[src/rtl/mem_bank_if.sv]
// mem_bank_if: host-side access bus of mem_bank.
//   master (controller) drives: sel, rw, addr, inp, clr
//   slave  (mem_bank)   drives: outp, outp_valid, err, busy
// DATA_W / ADDR_W must match the attached mem_bank instance.
interface mem_bank_if #(
  parameter int DATA_W = 8,
  parameter int ADDR_W = 4
);
  logic              sel;
  logic              rw;
  logic [ADDR_W-1:0] addr;
  logic [DATA_W-1:0] inp;
  logic              clr;
  logic [DATA_W-1:0] outp;
  logic              outp_valid;
  logic              err;
  logic              busy;

  modport master (
    output sel, rw, addr, inp, clr,
    input  outp, outp_valid, err, busy
  );

  modport slave (
    input  sel, rw, addr, inp, clr,
    output outp, outp_valid, err, busy
  );
endinterface

[src/rtl/mem_bank.sv]
// mem_bank: single-port DEPTH x DATA_W word memory with registered reads
// and a hardware clear sweep.
//   clk            rising-edge clock
//   rst            asynchronous active-high reset (outputs/FSM only, not the array)
//   bus.sel/rw     access request / direction (1 = write)
//   bus.addr/inp   word address / write data
//   bus.clr        start a clear sweep (sampled in IDLE only, beats sel)
//   bus.outp       last read data, bus.outp_valid one-cycle read pulse
//   bus.err        one-cycle pulse on access to addr >= DEPTH
//   bus.busy       high while the clear sweep runs (exactly DEPTH cycles)
module mem_bank #(
  parameter int DATA_W = 8,
  parameter int DEPTH  = 16,
  parameter int ADDR_W = $clog2(DEPTH)
) (
  input  logic        clk,
  input  logic        rst,
  mem_bank_if.slave   bus
);

  typedef enum logic {IDLE, CLEAR} state_t;

  // One extra bit so DEPTH itself is representable for the range check.
  localparam logic [ADDR_W:0]   DEPTH_L = (ADDR_W+1)'(DEPTH);
  localparam logic [ADDR_W-1:0] LAST    = ADDR_W'(DEPTH - 1);

  logic [DATA_W-1:0] mem_q [DEPTH];

  state_t            state_q, state_d;
  logic [ADDR_W-1:0] cnt_q, cnt_d;
  logic [DATA_W-1:0] outp_q, outp_d;
  logic              outp_valid_q, outp_valid_d;
  logic              err_q, err_d;
  logic              busy_q, busy_d;

  logic              mem_we;
  logic [ADDR_W-1:0] mem_waddr;
  logic [DATA_W-1:0] mem_wdata;
  logic              in_range;
  logic [DATA_W-1:0] rdata;

  assign in_range = ({1'b0, bus.addr} < DEPTH_L);
  // Never index past the array; out-of-range reads return zero anyway.
  assign rdata    = in_range ? mem_q[bus.addr] : '0;

  always_comb begin
    state_d      = state_q;
    cnt_d        = cnt_q;
    outp_d       = outp_q;
    outp_valid_d = 1'b0;
    err_d        = 1'b0;
    busy_d       = busy_q;
    mem_we       = 1'b0;
    mem_waddr    = bus.addr;
    mem_wdata    = bus.inp;
    unique case (state_q)
      IDLE: begin
        if (bus.clr) begin
          // clr wins: any same-cycle access is dropped entirely.
          state_d = CLEAR;
          cnt_d   = '0;
          busy_d  = 1'b1;
        end else if (bus.sel) begin
          if (in_range) begin
            if (bus.rw) begin
              mem_we = 1'b1;
            end else begin
              outp_d       = rdata;
              outp_valid_d = 1'b1;
            end
          end else begin
            err_d = 1'b1;
            if (!bus.rw) begin
              outp_d       = '0;
              outp_valid_d = 1'b1;
            end
          end
        end
      end
      CLEAR: begin
        // Bus is ignored; sweep one word per cycle.
        mem_we    = 1'b1;
        mem_waddr = cnt_q;
        mem_wdata = '0;
        if (cnt_q == LAST) begin
          state_d = IDLE;
          busy_d  = 1'b0;   // counter holds at LAST, never wraps
        end else begin
          cnt_d = cnt_q + 1'b1;
        end
      end
      default: state_d = IDLE;
    endcase
  end

  always_ff @(posedge clk or posedge rst) begin
    if (rst) begin
      state_q      <= IDLE;
      cnt_q        <= '0;
      outp_q       <= '0;
      outp_valid_q <= 1'b0;
      err_q        <= 1'b0;
      busy_q       <= 1'b0;
    end else begin
      state_q      <= state_d;
      cnt_q        <= cnt_d;
      outp_q       <= outp_d;
      outp_valid_q <= outp_valid_d;
      err_q        <= err_d;
      busy_q       <= busy_d;
    end
  end

  // Array has no reset. Reset forces the FSM out of CLEAR asynchronously,
  // so an aborted sweep stops writing immediately.
  always_ff @(posedge clk) begin
    if (mem_we) mem_q[mem_waddr] <= mem_wdata;
  end

  assign bus.outp       = outp_q;
  assign bus.outp_valid = outp_valid_q;
  assign bus.err        = err_q;
  assign bus.busy       = busy_q;

endmodule

[src/flat_wrapper.sv]
// flat-port wrapper written by rule: the top's interface ports become plain ports
module mem_bank_flat 
#(
  parameter int DATA_W = 8,
  parameter int DEPTH  = 16,
  parameter int ADDR_W = $clog2(DEPTH)
)
  (clk, rst, bus_sel, bus_rw, bus_addr, bus_inp, bus_clr, bus_outp, bus_outp_valid, bus_err, bus_busy);
  mem_bank_if #(.DATA_W(DATA_W), .ADDR_W(ADDR_W)) bus_i ();
  input  logic clk;
  input  logic rst;
  input wire logic [$bits(bus_i.sel)-1:0] bus_sel;
  input wire logic [$bits(bus_i.rw)-1:0] bus_rw;
  input wire logic [$bits(bus_i.addr)-1:0] bus_addr;
  input wire logic [$bits(bus_i.inp)-1:0] bus_inp;
  input wire logic [$bits(bus_i.clr)-1:0] bus_clr;
  output wire logic [$bits(bus_i.outp)-1:0] bus_outp;
  output wire logic [$bits(bus_i.outp_valid)-1:0] bus_outp_valid;
  output wire logic [$bits(bus_i.err)-1:0] bus_err;
  output wire logic [$bits(bus_i.busy)-1:0] bus_busy;
  assign bus_i.sel = bus_sel;
  assign bus_i.rw = bus_rw;
  assign bus_i.addr = bus_addr;
  assign bus_i.inp = bus_inp;
  assign bus_i.clr = bus_clr;
  assign bus_outp = bus_i.outp;
  assign bus_outp_valid = bus_i.outp_valid;
  assign bus_err = bus_i.err;
  assign bus_busy = bus_i.busy;
  mem_bank #(.DATA_W(DATA_W), .DEPTH(DEPTH), .ADDR_W(ADDR_W)) u_core (.clk(clk), .rst(rst), .bus(bus_i));
endmodule
[config.mk]
export PLATFORM = sky130hd
export DESIGN_NAME = mem_bank_flat
export DESIGN_NICKNAME = d
export VERILOG_FILES = /design/src/rtl/mem_bank_if.sv /design/src/rtl/mem_bank.sv /design/src/flat_wrapper.sv
export SDC_FILE = /design/constraint.sdc
export NUM_CORES = 1
export LEC_CHECK = 0
export ABC_AREA = 1
export BUFFER_PORTS_ARGS = -buffer_cell sky130_fd_sc_hd__buf_4
export CORE_MARGIN = 4
export CORE_UTILIZATION = 40
export DETAILED_ROUTE_END_ITERATION = 16
export GPL_ROUTABILITY_DRIVEN = 0
export PLACE_DENSITY = 0.62
export SLEW_MARGIN = 20
export SYNTH_ARGS = -nofsm -noshare
export SYNTH_HDL_FRONTEND = slang
export SYNTH_SLANG_ARGS = --single-unit
[constraint.sdc]
create_clock -name clk -period 2.7 [get_ports clk]
set_clock_uncertainty 0.15 [all_clocks]
set_input_delay 0.405 -clock clk [delete_from_list [all_inputs] [get_ports clk]]
set_output_delay 0.405 -clock clk [all_outputs]
set_load 0.01 [all_outputs]
==> flow_metrics.tcl <==
set metrics [dict create \
    startpoint_type "flip-flop" \
    hp-class "in -> reg" \
    nFillCells 1407 \
    rsz0062_at_grt "no" \
    num_vias 4400 \
    multi_input_comb_area_mm2 0.00150 \
    grt_usage_pct 17.1 \
    relSlewSlack_pct 56.0 \
    swShare_pct 28.7 \
    rows 45 \
    p_switching_uw 2180 \
    start_util_pct 41.4 \
    cts.sinks 143 \
    layout_commonest_cell "nand2_1" \
    die_x_um 134 \
    cts_root_buf "clkbuf_16" \
    clkTransAtPathRegs_ns 0.06 \
    power.density_mw_per_mm2 1010 \
    dieArea_mm2 0.0180 \
    p_clk_share_pct 35.6 \
    synth_area_leaders "edfxtp_1 (60%), nand2_1 (12%), nand3_1 (7.9%)" \
    worstPathRequired_ns 2.60 \
    synth_nets 660 \
    p_int_uw 5430 \
    post_drt_wl_per_cell_um 16.2 \
    antenna_found_initial 0 \
    timing.fmax_ghz 0.466 \
    yosys.area.top_type "edfxtp_1" \
    utilization_pct 48.8 \
    status "finished, final reports clean" \
    drc 0 \
    ys_seq_area_share_pct 66.1 \
    arrival_ns 2.05 \
    stdcell_area_mm2 0.00752 \
    die_h_um 134 \
    worst-path-max-fanout 8 \
    grt_overflow 0 \
    worst_slew_pin_slew_ns 0.658 \
    ir_worst_vdd_mv 0.638 \
    pwr-share-comb_pct 21.3 \
    grt_first_pass_wirelength_mm 23.3 \
    dpl.cell_count 878 \
    cts_buffers 17 \
    drt_iter0_drc 470 \
    seqCellArea_mm2 0.00422 \
    cts_setup_buffers 0 \
    clk_latency_ns 0.42 \
    ys_seq_elements 143 \
    mostFrequentLayoutCells "nand2_1 (209), edfxtp_1 (128), inv_1 (114)" \
    final_nets 705 \
    end_kind "flip-flop" \
    port_buffers 26 \
    min_period_ns 2.15 \
    maxCapViolCount 0 \
    netlist-cell-type-count 21 \
    cts_hold_buf 1 \
    avgViaCountPerCell 4.83 \
    wl_mm 14.8 \
    synth_area_mm2 0.00638 \
    grt_max_degree 35 \
    syn_avg_cell_area_um2 9.94 \
    first_global_vias 4333 \
    drv_slew 0 \
    ant_nets 0 \
    cts_resized 0 \
    syn_inst 642 \
    post-route-period-util_pct 79.5 \
    yosys.area.top_type_share_pct 60.2 \
    clock_path_buffers 2 \
    drtPass1Iterations 5 \
    fin_setup_tns_ns 0 \
    core_mm2 0.0154 \
    hold_viol_final 0 \
    ios 28 \
    htree_levels 4 \
    cts_tree "done" \
    crit_type "reg -> reg" \
    diodes 0 \
    synth_warnings 0 \
    power_frac_seq_pct 43.1 \
    fin_cells 911 \
    layout-drive-gt1-share_pct 13.0 \
    setup_violations 0 \
    hpwl_mm 9.69 \
    area_growth_syn_to_layout_pct 17.9 \
    p_leak_uw 0.00340 \
    dpl_cell_area_mm2 0.00682 \
]
[cell usage after synthesis]
cell type,instances
nor2_1,28
o21ai_1,3
nand2_1,209
nand4_1,2
clkbuf_1,1
buf_4,3
edfxtp_1,128
o21ai_0,4
buf_2,11
inv_1,114
mux2i_1,1
conb_1,1
o22ai_1,1
dfrtp_1,15
ha_1,1
nand3_1,101
a21oi_2,1
buf_6,12
inv_2,4
nor3_4,1
buf_1,1
[state kept, by name (all words and copies together), names as in the netlist]
| name | count |
|---|---|
| u_core.mem_q | 128 |
| u_core.bus.outp_valid | 1 |
| u_core.cnt_q | 4 |
| u_core.bus.busy | 1 |
| u_core.bus.outp | 8 |
| u_core.state_q | 1 |
[per-layer routing]
metal  part of all wire (%)  track usage (%)  vias up  wire [µm]
li1                       -                -     2139          -
met1                     44             23.0     2123       6580
met2                     49             27.8      117       7220
met3                    5.0             3.90       21        738
met4                    1.8             4.98        0        271
met5                      0                0        -          0
[per-stage QoR]
step | power [µW] | setup slack (ns) | hold WS (ns)
5_1_grt | 7960 | 0.457 | 0.0443
3_5_place_dp | 4940 | 0.409 | 0.320
4_1_cts | 7650 | 0.548 | 0.0382
3_3_place_gp | 4890 | 0.513 | 0.324
2_1_floorplan | 4240 | 0.754 | 0.156
6_report | 7610 | 0.554 | 0.0541
[final timing paths]
check / startpoint / end / slack, ns / cells after the start
max reg2reg: u_core.state_q$_DFF_PP0_ / u_core.mem_q[1][6]$_DFFE_PP_ / 0.55 / 5
max in group asynchronous: rst / u_core.bus.outp[0]$_DFFE_PP0P_ / 1.55 / 3
min in group asynchronous: rst / u_core.bus.busy$_DFFE_PP0P_ / 0.46 / 3
min reg2reg: u_core.bus.outp[5]$_DFFE_PP0P_ / u_core.bus.outp[5]$_DFFE_PP0P_ / 0.33 / 2
min: bus_rw / u_core.bus.outp_valid$_DFF_PP0_ / 0.05 / 2
max: u_core.state_q$_DFF_PP0_ / u_core.mem_q[1][6]$_DFFE_PP_ / 0.55 / 5
[power groups by stage]
| stage | combinational (µW) | clock [µW] | sequential [µW] |
|---|---|---|---|
| final | 1620 | 2710 | 3280 |
| after CTS | 1630 | 2740 | 3280 |
| after floorplan | 942 | 0 | 3300 |
| after global placement | 1590 | 0 | 3310 |
| after detailed placement | 1620 | 0 | 3320 |
| after global routing | 1790 | 2840 | 3320 |
[cell families (layout without fill, tap and decap cells)]
kind of cell | after synthesis | count (layout) | share of synthesized area [%]
flip-flops | 143 | 143 | 66.1
AO/OA/AOI/OAI | 9 | 9 | 0.784
multiplexers | 1 | 1 | 0.157
buffers and inverters | 146 | 204 | 10.4
adder cells (fa/ha/maj) | 1 | 1 | 0.196
other | 1 | 1 | 0.0588
AND/OR/NAND/NOR | 341 | 341 | 22.3
[critical path, cell delays in order (launching register included)]
cell and delay [ns]:
dfrtp_1 0.49, inv_1 0.22, nor2_1 0.08, a21oi_2 0.15, nand2_1 0.14, nor2_1 0.55
[area by class of cell]
type,instances,share of cell area [%]
multi-input combinational,353,19.9
timing repair buffer,54,5.42
tap,211,3.51
clock buffer,17,5.65
inverter,118,5.89
clock inverter,15,3.53
sequential,143,56.1
Note: power is estimated with default switching activity, not from simulation.
